==> src/rtl/bus_decoder_fsm.sv <==
// bus_decoder_fsm: registered address decoder with a request/ready handshake
// between one master port and NUM_SLV slave ports.
//
// Each slave i owns the region (addr & SLV_MASK[i]) == SLV_BASE[i]; the lowest
// matching index wins. An accepted request latches target, direction, address and
// write data, then selects the slave until it returns ready or TIMEOUT cycles
// pass. The master sees a one-cycle m_ready pulse with m_rdata/m_err. Unmapped
// addresses answer immediately with m_err=1 and m_rdata=0.
//
// Ports:
//   clk, reset                 rising-edge clock, asynchronous active-high reset
//   m_req, m_we                master request (sampled in IDLE) and write enable
//   m_addr, m_wdata            master address / write data
//   m_rdata, m_ready, m_err    response data, completion pulse, error flag
//   busy                       high while a transaction is in flight
//   s_cs, s_we, s_addr,        one-hot slave select and latched request
//   s_wdata
//   s_rdata, s_ready           packed per-slave read data and ready
//   err_addr, err_cnt          error log, present only with
//                              BUS_DECODER_ERR_LOG_EN defined
//
// Optional feature macro: BUS_DECODER_ERR_LOG_EN

module bus_decoder_fsm #(
  parameter int unsigned                 NUM_SLV  = 5,
  parameter int unsigned                 ADDR_W   = 32,
  parameter int unsigned                 DATA_W   = 32,
  parameter logic [NUM_SLV*ADDR_W-1:0]   SLV_BASE = {32'hFFFF4000, 32'hFFFF3000, 32'hFFFF2000,
                                                     32'hFFFF1000, 32'h00000000},
  parameter logic [NUM_SLV*ADDR_W-1:0]   SLV_MASK = {32'hFFFFF000, 32'hFFFFF000, 32'hFFFFF000,
                                                     32'hFFFFF000, 32'hFFFFE000},
  parameter int unsigned                 TIMEOUT  = 16
) (
  input  logic                        clk,
  input  logic                        reset,
  input  logic                        m_req,
  input  logic                        m_we,
  input  logic [ADDR_W-1:0]           m_addr,
  input  logic [DATA_W-1:0]           m_wdata,
  output logic [DATA_W-1:0]           m_rdata,
  output logic                        m_ready,
  output logic                        m_err,
  output logic                        busy,
  output logic [NUM_SLV-1:0]          s_cs,
  output logic                        s_we,
  output logic [ADDR_W-1:0]           s_addr,
  output logic [DATA_W-1:0]           s_wdata,
  input  logic [NUM_SLV*DATA_W-1:0]   s_rdata,
  input  logic [NUM_SLV-1:0]          s_ready
`ifdef BUS_DECODER_ERR_LOG_EN
  ,
  output logic [ADDR_W-1:0]           err_addr,
  output logic [7:0]                  err_cnt
`endif
);

  localparam int unsigned IDX_W = (NUM_SLV > 1) ? $clog2(NUM_SLV) : 1;
  localparam int unsigned CNT_W = $clog2(TIMEOUT) + 1;

  typedef enum logic [1:0] {
    ST_IDLE   = 2'd0,
    ST_ACCESS = 2'd1,
    ST_RESP   = 2'd2
  } state_e;

  state_e              state_q, state_d;
  logic [IDX_W-1:0]    idx_q, idx_d;
  logic                we_q, we_d;
  logic [ADDR_W-1:0]   addr_q, addr_d;
  logic [DATA_W-1:0]   wdata_q, wdata_d;
  logic [CNT_W-1:0]    cnt_q, cnt_d;
  logic [DATA_W-1:0]   rdata_q, rdata_d;
  logic                err_q, err_d;

  logic                hit;
  logic [IDX_W-1:0]    hit_idx;
  logic [NUM_SLV-1:0]  cs_onehot;

  // Region match; scanning downward lets the lowest matching index win.
  always_comb begin
    hit     = 1'b0;
    hit_idx = '0;
    for (int i = NUM_SLV - 1; i >= 0; i--) begin
      if ((m_addr & SLV_MASK[i*ADDR_W +: ADDR_W]) == SLV_BASE[i*ADDR_W +: ADDR_W]) begin
        hit     = 1'b1;
        hit_idx = IDX_W'(i);
      end
    end
  end

  assign cs_onehot = NUM_SLV'(1) << idx_q;

  // State register.
  always_ff @(posedge clk or posedge reset) begin
    if (reset) begin
      state_q <= ST_IDLE;
    end else begin
      state_q <= state_d;
    end
  end

  // Next-state and datapath update.
  always_comb begin
    state_d = state_q;
    idx_d   = idx_q;
    we_d    = we_q;
    addr_d  = addr_q;
    wdata_d = wdata_q;
    cnt_d   = cnt_q;
    rdata_d = rdata_q;
    err_d   = err_q;
    unique case (state_q)
      ST_IDLE: begin
        if (m_req) begin
          if (hit) begin
            idx_d   = hit_idx;
            we_d    = m_we;
            addr_d  = m_addr;
            wdata_d = m_wdata;
            cnt_d   = '0;
            state_d = ST_ACCESS;
          end else begin
            err_d   = 1'b1;
            rdata_d = '0;
            state_d = ST_RESP;
          end
        end
      end
      ST_ACCESS: begin
        // Ready is checked first so it wins over a coincident timeout.
        if (s_ready[idx_q]) begin
          rdata_d = s_rdata[idx_q*DATA_W +: DATA_W];
          err_d   = 1'b0;
          state_d = ST_RESP;
        end else if (cnt_q == CNT_W'(TIMEOUT - 1)) begin
          rdata_d = '0;
          err_d   = 1'b1;
          state_d = ST_RESP;
        end else begin
          cnt_d = cnt_q + CNT_W'(1);
        end
      end
      ST_RESP: begin
        state_d = ST_IDLE;
      end
      default: begin
        state_d = ST_IDLE;
      end
    endcase
  end

  // Latched request, timeout counter and response registers.
  always_ff @(posedge clk or posedge reset) begin
    if (reset) begin
      idx_q   <= '0;
      we_q    <= 1'b0;
      addr_q  <= '0;
      wdata_q <= '0;
      cnt_q   <= '0;
      rdata_q <= '0;
      err_q   <= 1'b0;
    end else begin
      idx_q   <= idx_d;
      we_q    <= we_d;
      addr_q  <= addr_d;
      wdata_q <= wdata_d;
      cnt_q   <= cnt_d;
      rdata_q <= rdata_d;
      err_q   <= err_d;
    end
  end

  // Outputs decoded from the registered state.
  always_comb begin
    s_cs    = '0;
    m_ready = 1'b0;
    m_err   = 1'b0;
    busy    = 1'b0;
    unique case (state_q)
      ST_ACCESS: begin
        s_cs = cs_onehot;
        busy = 1'b1;
      end
      ST_RESP: begin
        m_ready = 1'b1;
        m_err   = err_q;
        busy    = 1'b1;
      end
      default: begin
      end
    endcase
  end

  assign m_rdata = rdata_q;
  assign s_we    = we_q;
  assign s_addr  = addr_q;
  assign s_wdata = wdata_q;

`ifdef BUS_DECODER_ERR_LOG_EN
  logic [ADDR_W-1:0] req_addr_q;
  logic [ADDR_W-1:0] err_addr_q;
  logic [7:0]        err_cnt_q;

  // Request address is kept separately so decode misses can be logged too.
  always_ff @(posedge clk or posedge reset) begin
    if (reset) begin
      req_addr_q <= '0;
      err_addr_q <= '0;
      err_cnt_q  <= '0;
    end else begin
      if (state_q == ST_IDLE && m_req) begin
        req_addr_q <= m_addr;
      end
      if (state_q == ST_RESP && err_q) begin
        err_addr_q <= req_addr_q;
        if (err_cnt_q != 8'hFF) begin
          err_cnt_q <= err_cnt_q + 8'd1;
        end
      end
    end
  end

  assign err_addr = err_addr_q;
  assign err_cnt  = err_cnt_q;
`else
  // No error log in this build.
`endif

endmodule

==> config.mk <==
export PLATFORM = sky130hd
export DESIGN_NAME = bus_decoder_fsm
export DESIGN_NICKNAME = d
export VERILOG_FILES = /design/src/rtl/bus_decoder_fsm.sv
export SDC_FILE = /design/constraint.sdc
export NUM_CORES = 1
export LEC_CHECK = 0
export CORE_AREA = 2 2 131 133
export CTS_BUF_LIST = sky130_fd_sc_hd__clkbuf_8
export DETAILED_ROUTE_END_ITERATION = 12
export DIE_AREA = 0 0 133 135
export PLACE_DENSITY = 0.86
export SYNTH_ARGS = -nofsm -noshare
export SYNTH_HDL_FRONTEND = slang
export SYNTH_SLANG_ARGS = --single-unit
export TNS_END_PERCENT = 30
==> constraint.sdc <==
create_clock -name clk -period 4.8 [get_ports clk]
set_input_delay 1.44 -clock clk [delete_from_list [all_inputs] [get_ports clk]]
set_output_delay 1.44 -clock clk [all_outputs]
set_load 0.05 [all_outputs]
==> impl_metrics.json, run 1 <==
{
  "status": "complete, no violations",
  "rsz0062_at_grt": "no",
  "ctsHoldBuffers": 0,
  "relSlewSlack_pct": 35.0,
  "fmax_mhz": 242,
  "numCtsBuffers": 9,
  "synth_largest_area_cell": "dfrtp_1",
  "synth_nets": 867,
  "grt_pass1_wl_um": 32500,
  "routed_wl_um": 21300,
  "intPower_w": 0.00149,
  "routed.top_layer": "met4",
  "yosys-top-cells-area": "dfrtp_1, nand2_1, mux2i_1",
  "drt_pass1_iterations": 7,
  "antenna_found_initial": 4,
  "arrival_ps": 2690,
  "end_kind": "output port",
  "netSwitchingPower_w": 0.000751,
  "route.vias.total": 5960,
  "wl_per_cell_um": 18.1,
  "period_needed_ps": 4130,
  "postCtsSetupBuffers": 0,
  "final_antenna_net_count": 0,
  "worst_pin_slew_ps": 975,
  "critPathKind": "flip-flop to output port",
  "slowest_delay_ps": 880,
  "worst_setup_path_start_kind": "flip-flop",
  "cts-resized-gates": 0,
  "pwr-share-comb_pct": 32.5,
  "wl_met1_um": 7900,
  "hold_viol": 0,
  "setup_violations": 0,
  "fin_worst_skew_ps": 9.89,
  "synth-edff-count": 0,
  "drtIter0Drc": 259,
  "cts_tree": "yes",
  "critPathMaxFanout": 13,
  "seqPwrFrac_pct": 41.1,
  "sw_frac_of_total_pct": 33.4,
  "rows": 47,
  "crit_path_end": "s_cs[0]",
  "hp-class": "flip-flop to flip-flop",
  "overflow": 0,
  "grt_max_degree": 77,
  "ff2ff_setup_slack_ps": 2000,
  "dp.final_hpwl_um": 16300,
  "portBuffers": 337,
  "grt_pass1_vias": 6226,
  "crit_path_top_delay_cell": "clkdlybuf4s50_1",
  "netlist_instances": 629,
  "htreeDepth": 3,
  "nNetsFinal": 1181,
  "ys_seq_area_share_pct": 48.0,
  "reg2reg_to": "m_rdata[30]$_DFFE_PP0P_",
  "clk_latency_ps": 380,
  "synthDistinctLibCells": 42,
  "design_area_mm2": 0.00943,
  "syn-cell-area_mm2": 0.00563,
  "fin_crit_sh_pct": 86.1,
  "final_layout_size_suffix_gt1_share_pct": 3.90,
  "worst_r2r_path_depth": 8,
  "synth_top_area_share_pct": 48.0,
  "core_region_area_mm2": 0.0164,
  "leakage_nw": 4.12,
  "post_dp_cell_area_mm2": 0.00921,
  "synth-seq-cells": 108,
  "wl_met3_um": 1860,
  "cts_sinks": 108,
  "startpoint": "state_q[1]$_DFFE_PP0P_",
  "initial_core_util_pct": 34.3,
  "post_drt_via_cell_ratio": 5.09,
  "die_h_um": 135,
  "grt_util_all_layers_pct": 23.2,
  "avgSynthCellArea_um2": 8.95,
  "clkPwrFrac_pct": 26.5,
  "final-max-slew-violation-count": 0,
  "root_buffer": "clkbuf_8",
  "clk_pin_slew_ps": 120,
  "crit_required_ps": 3360,
  "synthToLayoutAreaGrowth_pct": 67.5,
  "synth_common_cells": "nand2_1, dfrtp_1, mux2i_1",
  "ios": 338,
  "dieArea_mm2": 0.0180,
  "max_cap_violations": 0,
  "synth_most_common_cell": "nand2_1",
  "synthArstFlopShare_pct": 100,
  "fp.dieW_um": 133,
  "worstPathCellList": "inv_1 -> ha_1 -> nor2b_1 -> nor3b_1 -> clkdlybuf4s50_1",
  "powerDensity_mw_per_mm2": 238,
  "ir_drop_v": 0.000151,
  "drc": 0,
  "cts_buffer_depth": 2,
  "r2r-start": "idx_q[2]$_DFFE_PP0P_",
  "route.met2.wl_um": 10700,
  "ys.flop_type": "dfrtp_1",
  "ys.warnings.count": 0,
  "finalSetupTns_ps": 0,
  "gp_congestion": 0.879
}
-- power groups by stage --
stage          logic [W]  clock network (W)  registers, W
4_1_cts         0.000740           0.000618      0.000922
3_5_place_dp    0.000735                  0      0.000940
2_1_floorplan   0.000406                  0      0.000943
6_report        0.000730           0.000594      0.000922
5_1_grt         0.000790           0.000645      0.000923
3_3_place_gp    0.000725                  0      0.000940
-- per-layer routing --
layer / GRT usage (%) / vias to the layer above
met5: 0 / -
met4: 12.2 / 0
met3: 6.79 / 43
met2: 40.6 / 286
met1: 25.5 / 2833
li1: - / 2798
-- logic make-up (layout without fill, tap and decap cells) --
group / after synthesis / in the layout / share of synthesized area (%)
simple gates: 277 / 277 / 20.6
fa+ha+maj: 5 / 5 / 1.11
buf+inv: 53 / 372 / 4.09
flops: 108 / 108 / 48.0
mux: 66 / 66 / 11.7
other cells: 0 / 4 / 0
compound gates: 119 / 119 / 14.3
xor+xnor: 1 / 1 / 0.156
-- layout by cell type, fill, tap and decap left out, types with 2 or more instances in the layout --
| master | instances |
|---|---|
| o211ai_1 | 2 |
| nand2_1 | 189 |
| nor2b_1 | 2 |
| a211o_1 | 2 |
| buf_4 | 10 |
| inv_1 | 7 |
| nand2b_1 | 2 |
| nand3_1 | 7 |
| dfrtp_1 | 106 |
| and2_1 | 2 |
| ha_1 | 5 |
| inv_6 | 2 |
| or2_1 | 2 |
| nand4_1 | 6 |
| and3_1 | 5 |
| nor4_1 | 5 |
| diode_2 | 4 |
| nor2_1 | 43 |
| clkbuf_8 | 9 |
| o22ai_1 | 33 |
| nor3_1 | 6 |
| a21oi_1 | 37 |
| a21oi_4 | 2 |
| clkinv_8 | 3 |
| a22o_1 | 33 |
| clkdlybuf4s50_1 | 337 |
| mux2i_1 | 66 |
-- worst max-delay path, delay by kind of cell, from the launching register on --
family	cells	cell delay [ps]
adders and majority gates	1	410
DFF	1	400
buffers and inverters	2	980
and+or+nand+nor	2	510
-- final cells by class --
type                            instances  area (µm²)
Multi-Input combinational cell        468        2720
Clock inverter                          7        91.3
Antenna cell                            4        10.0
Fill cell                            1414        6980
Inverter                                8        32.5
Tap cell                              220         275
Sequential cell                       108        2710
Timing Repair Buffer                  348        3470
Clock buffer                            9         124
-- stage by stage --
step                      hold WS, ps  setup slack (ps)  cells  utilization (%)  total power [W]
final                             487               669   1172             57.5          0.00225
after global routing              506               514   1172             57.5          0.00236
after floorplan                   485               514    629                -          0.00135
after CTS                         490               582   1168             57.4          0.00228
after detailed placement          461               977   1152             56.1          0.00167
after global placement            457              1030   1152             56.1          0.00166
-- worst min-delay path by stage --
stage | start | end | cells past startpoint
detailed placement | s_wdata[30]$_DFFE_PP0P_ | s_wdata[30]$_DFFE_PP0P_ | 2
floorplan | err_q$_DFFE_PP0P_ | err_q$_DFFE_PP0P_ | 2
finish | s_wdata[30]$_DFFE_PP0P_ | s_wdata[30]$_DFFE_PP0P_ | 2
global placement | s_addr[12]$_DFFE_PP0P_ | s_addr[12]$_DFFE_PP0P_ | 2
CTS | s_wdata[30]$_DFFE_PP0P_ | s_wdata[30]$_DFFE_PP0P_ | 2
global route | s_wdata[16]$_DFFE_PP0P_ | s_wdata[16]$_DFFE_PP0P_ | 2
-- flip-flops by register name (all words and copies together) (netlist names) --
name and cells:
s_addr 32, err_q 1, state_q 2, s_wdata 32, idx_q 3, s_we 1, cnt_q 5, m_rdata 32
Note: power is estimated with default switching activity, not from simulation.
==> run 2, diff against run 1 <==
--- a/config.mk
+++ b/config.mk
@@ -7,9 +7,12 @@
 export LEC_CHECK = 0
 export CORE_AREA = 2 2 131 133
 export CTS_BUF_LIST = sky130_fd_sc_hd__clkbuf_8
+export CTS_CLUSTER_SIZE = 20
 export DETAILED_ROUTE_END_ITERATION = 12
 export DIE_AREA = 0 0 133 135
+export GPL_TIMING_DRIVEN = 0
 export PLACE_DENSITY = 0.86
+export REMOVE_ABC_BUFFERS = 1
 export SYNTH_ARGS = -nofsm -noshare
 export SYNTH_HDL_FRONTEND = slang
 export SYNTH_SLANG_ARGS = --single-unit
==> impl_metrics.json, run 2 (synthesized netlist as in run 1, its figures left out) <==
{
  "wl_per_cell_um": 17.0,
  "portBuffers": 337,
  "antenna_found_initial": 1,
  "final_common_cell": "clkdlybuf4s50_1",
  "fp.dieW_um": 133,
  "leakage_nw": 4.12,
  "rsz0062_at_grt": "no",
  "crit_required_ps": 3360,
  "numCtsBuffers": 9,
  "cts_tree": "yes",
  "end_kind": "output port",
  "cts_sinks": 108,
  "critPathMaxFanout": 13,
  "gp_congestion": 0.858,
  "relSlewSlack_pct": 41.1,
  "powerDensity_mw_per_mm2": 234,
  "grt_pass1_wl_um": 31100,
  "netSwitchingPower_w": 0.000718,
  "worst_pin_slew_ps": 882,
  "ctsHoldBuffers": 0,
  "grt_util_all_layers_pct": 22.0,
  "cts-resized-gates": 0,
  "routed_wl_um": 19800,
  "sw_frac_of_total_pct": 32.3,
  "status": "complete, no violations",
  "clk_latency_ps": 380,
  "hold_depth": 2,
  "place_ws_ps": 432,
  "final-max-slew-violation-count": 0,
  "postCtsSetupBuffers": 0,
  "grt_max_degree": 62,
  "setup_violations": 0,
  "synthToLayoutAreaGrowth_pct": 68.3,
  "dieArea_mm2": 0.0180,
  "worst_setup_path_start_kind": "flip-flop",
  "clk_pin_slew_ps": 130,
  "fin_crit_sh_pct": 88.7,
  "arrival_ps": 2820,
  "pwr-share-comb_pct": 31.9,
  "period_needed_ps": 4260,
  "drc": 0,
  "final_antenna_net_count": 0,
  "worst_r2r_path_depth": 8,
  "drt_pass1_iterations": 5,
  "fin_worst_skew_ps": 22.5,
  "cts_buffer_depth": 2,
  "rows": 47,
  "core_region_area_mm2": 0.0164,
  "max_cap_violations": 0,
  "fmax_mhz": 235,
  "finalSetupTns_ps": 0,
  "critPathKind": "flip-flop to output port",
  "fill_cells": 1349,
  "drtIter0Drc": 323,
  "seqPwrFrac_pct": 42.7,
  "hold_viol": 0,
  "dp.final_hpwl_um": 15100,
  "intPower_w": 0.00150,
  "ir_drop_v": 0.000137,
  "overflow": 0,
  "final_layout_size_suffix_gt1_share_pct": 3.71,
  "root_buffer": "clkbuf_8",
  "grt_pass1_vias": 5913,
  "die_h_um": 135,
  "setup_ws_ps": 544,
  "mostFrequentLayoutCells": "clkdlybuf4s50_1, nand2_1, dfrtp_1",
  "nNetsFinal": 1177,
  "initial_core_util_pct": 34.3,
  "hp-class": "flip-flop to flip-flop",
  "clkPwrFrac_pct": 25.5,
  "ios": 338,
  "route.vias.total": 5878,
  "htreeDepth": 3,
  "post_drt_via_cell_ratio": 5.05
}
## run 2: through the flow
stage | cells | total power (W) | hold WS (ps) | utilization [%] | cell area (µm²)
after floorplan | 584 | 0.00134 | 485 | - | 5430
after global placement | 1141 | 0.00164 | 457 | 55.3 | 9080
after detailed placement | 1148 | 0.00167 | 462 | 56.5 | 9270
after CTS | 1164 | 0.00224 | 488 | 57.7 | 9470
after global routing | 1165 | 0.00233 | 512 | 57.8 | 9480
final | 1165 | 0.00222 | 484 | 57.8 | 9480
## run 2: routing by layer
layer / track usage (%) / part of all wire, % / vias up / wire, µm
li1: - / - / 2792 / -
met1: 26.2 / 40 / 2782 / 7870
met2: 38.9 / 51 / 284 / 10100
met3: 5.63 / 8.2 / 20 / 1630
met4: 6.93 / 1.4 / 0 / 276
met5: 0 / 0 / - / 0
## run 2: final timing paths
kind / from / endpoint / slack, ps
max in group asynchronous: reset / idx_q[0]$_DFFE_PP0P_ / 2570
max reg2reg: idx_q[1]$_DFFE_PP0P_ / m_rdata[3]$_DFFE_PP0P_ / 1390
min: s_wdata[27]$_DFFE_PP0P_ / s_wdata[27]$_DFFE_PP0P_ / 480
min in group asynchronous: reset / s_addr[7]$_DFFE_PP0P_ / 1490
max: state_q[1]$_DFFE_PP0P_ / s_cs[0] / 540
min reg2reg: s_wdata[27]$_DFFE_PP0P_ / s_wdata[27]$_DFFE_PP0P_ / 480
## run 2: power groups by stage
| stage | Clock [W] | Combinational, W | Sequential (W) |
|---|---|---|---|
| after global routing | 0.000617 | 0.000763 | 0.000951 |
| after CTS | 0.000588 | 0.000708 | 0.000949 |
| after detailed placement | 0 | 0.000706 | 0.000967 |
| final | 0.000565 | 0.000707 | 0.000947 |
| after floorplan | 0 | 0.000352 | 0.000989 |
| after global placement | 0 | 0.000634 | 0.00101 |
## run 2: worst max-delay path: stages, from the launching register on
cell and delay (ps):
dfrtp_1 400, inv_1 100, ha_1 410, nor2b_1 430, nor3b_1 240, clkdlybuf4s50_1 840
## run 2: area by class of cell
cell class	count	area [µm²]	share of cell area, %
inverter	8	32.5	0.343
multi-input combinational	468	2730	28.8
antenna	1	2.50	0.0264
tap	220	275	2.91
clock inverter	7	80.1	0.845
sequential	108	2710	28.6
timing repair buffer	344	3520	37.2
clock buffer	9	124	1.31
==> run 3, diff against run 2 <==
--- a/config.mk
+++ b/config.mk
@@ -7,12 +7,14 @@
 export LEC_CHECK = 0
 export CORE_AREA = 2 2 131 133
 export CTS_BUF_LIST = sky130_fd_sc_hd__clkbuf_8
+export CTS_CLUSTER_DIAMETER = 80
 export CTS_CLUSTER_SIZE = 20
 export DETAILED_ROUTE_END_ITERATION = 12
 export DIE_AREA = 0 0 133 135
 export GPL_TIMING_DRIVEN = 0
 export PLACE_DENSITY = 0.86
 export REMOVE_ABC_BUFFERS = 1
+export SLEW_MARGIN = 5
 export SYNTH_ARGS = -nofsm -noshare
 export SYNTH_HDL_FRONTEND = slang
 export SYNTH_SLANG_ARGS = --single-unit
==> impl_metrics.json, run 3 (synthesized netlist as in run 1, its figures left out) <==
{
  "finish.utilization_pct": 57.8,
  "ff2ff_setup_slack_ps": 1350,
  "end_kind": "output port",
  "grt_pass1_vias": 5929,
  "cts_sinks": 108,
  "status": "complete, no violations",
  "clkPwrFrac_pct": 25.4,
  "seqPwrFrac_pct": 42.7,
  "final-max-slew-violation-count": 0,
  "mostFrequentLayoutCells": "clkdlybuf4s50_1, nand2_1, dfrtp_1",
  "core_region_area_mm2": 0.0164,
  "worst_pin_slew_ps": 872,
  "antenna_found_initial": 1,
  "clk_pin_slew_ps": 130,
  "route.vias.total": 5865,
  "cts_tree": "yes",
  "htreeDepth": 3,
  "initial_core_util_pct": 34.3,
  "final_common_cell": "clkdlybuf4s50_1",
  "final_layout_size_suffix_gt1_share_pct": 3.71,
  "arrival_ps": 2800,
  "powerDensity_mw_per_mm2": 234,
  "portBuffers": 337,
  "clk_latency_ps": 390,
  "register_area_mm2": 0.00271,
  "grt_util_all_layers_pct": 21.8,
  "wl_per_cell_um": 17.0,
  "worstPathCellList": "inv_1 -> ha_1 -> nor2b_1 -> nor3b_1 -> clkdlybuf4s50_1",
  "routed_wl_um": 19900,
  "crit_path_top_delay_cell": "clkdlybuf4s50_1",
  "crit_required_ps": 3360,
  "dp.final_hpwl_um": 15000,
  "setup_violations": 0,
  "relSlewSlack_pct": 41.7,
  "setup_ws_ps": 563,
  "root_buffer": "clkbuf_8",
  "nNetsFinal": 1177,
  "ctsHoldBuffers": 0,
  "postCtsSetupBuffers": 0,
  "cts_buffer_depth": 2,
  "cts-resized-gates": 0,
  "multi_input_area_mm2": 0.00273,
  "numCtsBuffers": 9,
  "worst_setup_path_start_kind": "flip-flop",
  "drt_pass1_iterations": 5,
  "rows": 47,
  "grt_max_degree": 62,
  "fill_cells": 1361,
  "post_drt_via_cell_ratio": 5.03,
  "die_h_um": 135,
  "drc": 0,
  "dieArea_mm2": 0.0180,
  "ios": 338,
  "leakage_nw": 4.12,
  "rsz0062_at_grt": "no",
  "netSwitchingPower_w": 0.000718,
  "critPathMaxFanout": 13,
  "drtIter0Drc": 298,
  "period_needed_ps": 4240,
  "hp-class": "flip-flop to flip-flop",
  "ir_drop_v": 0.000123,
  "max_cap_violations": 0,
  "fmax_mhz": 236,
  "intPower_w": 0.00150,
  "final_antenna_net_count": 0,
  "fin_worst_skew_ps": 27.9,
  "synthToLayoutAreaGrowth_pct": 68.3,
  "place_ws_ps": 710,
  "fin_crit_sh_pct": 88.3,
  "hold_viol": 0,
  "fp.dieW_um": 133,
  "grt_pass1_wl_um": 31000,
  "pwr-share-comb_pct": 31.9,
  "gp_congestion": 0.858,
  "slowest_delay_ps": 840,
  "sw_frac_of_total_pct": 32.4,
  "overflow": 0,
  "critPathKind": "flip-flop to output port"
}
==> run 3: cell counts in the layout (fill, tap and decap cells not counted) <==
Identical to the previous run, type by type.
==> run 3: power groups by stage <==
| stage | logic (W) | clock network [W] | registers, W |
|---|---|---|---|
| 3_5_place_dp | 0.000707 | 0 | 0.000968 |
| 5_1_grt | 0.000765 | 0.000615 | 0.000952 |
| 3_3_place_gp | 0.000634 | 0 | 0.00101 |
| 2_1_floorplan | 0.000352 | 0 | 0.000989 |
| 6_report | 0.000708 | 0.000565 | 0.000948 |
| 4_1_cts | 0.000709 | 0.000586 | 0.000950 |
==> run 3: final timing paths <==
kind	from	endpoint	depth (start not counted)
min in group asynchronous	reset	s_addr[7]$_DFFE_PP0P_	2
min reg2reg	s_addr[26]$_DFFE_PP0P_	s_addr[26]$_DFFE_PP0P_	2
max reg2reg	idx_q[1]$_DFFE_PP0P_	m_rdata[29]$_DFFE_PP0P_	8
max in group asynchronous	reset	idx_q[0]$_DFFE_PP0P_	3
max	state_q[1]$_DFFE_PP0P_	s_cs[0]	5
min	s_addr[26]$_DFFE_PP0P_	s_addr[26]$_DFFE_PP0P_	2
==> run 3: area by class of cell <==
type,count,area share [%]
Antenna cell,1,0.0264
Clock buffer,9,1.31
Clock inverter,7,0.845
Inverter,8,0.370
Multi-Input combinational cell,468,28.8
Sequential cell,108,28.6
Tap cell,220,2.90
Timing Repair Buffer,344,37.1
==> run 3: critical path: cells and delay by family, from the launching register on <==
family	cells	cell delay, ps
simple gates	2	640
flops	1	410
buf+inv	2	940
fa+ha+maj	1	410
==> run 3: metal layers <==
layer	share of wire, %	global-route usage [%]	wire, µm
met3	8.1	5.67	1610
met4	1.6	6.39	316
met1	40	25.6	7850
met5	0	0	0
met2	51	39.4	10100
==> run 3: per-stage QoR <==
stage	TNS, ps	instances	total power (W)	area (µm²)	hold WS (ps)
floorplan	0	584	0.00134	5430	485
global placement	-204350	1141	0.00164	9080	457
detailed placement	0	1148	0.00168	9270	461
CTS	0	1164	0.00225	9470	487
global route	0	1165	0.00233	9480	503
finish	0	1165	0.00222	9480	484
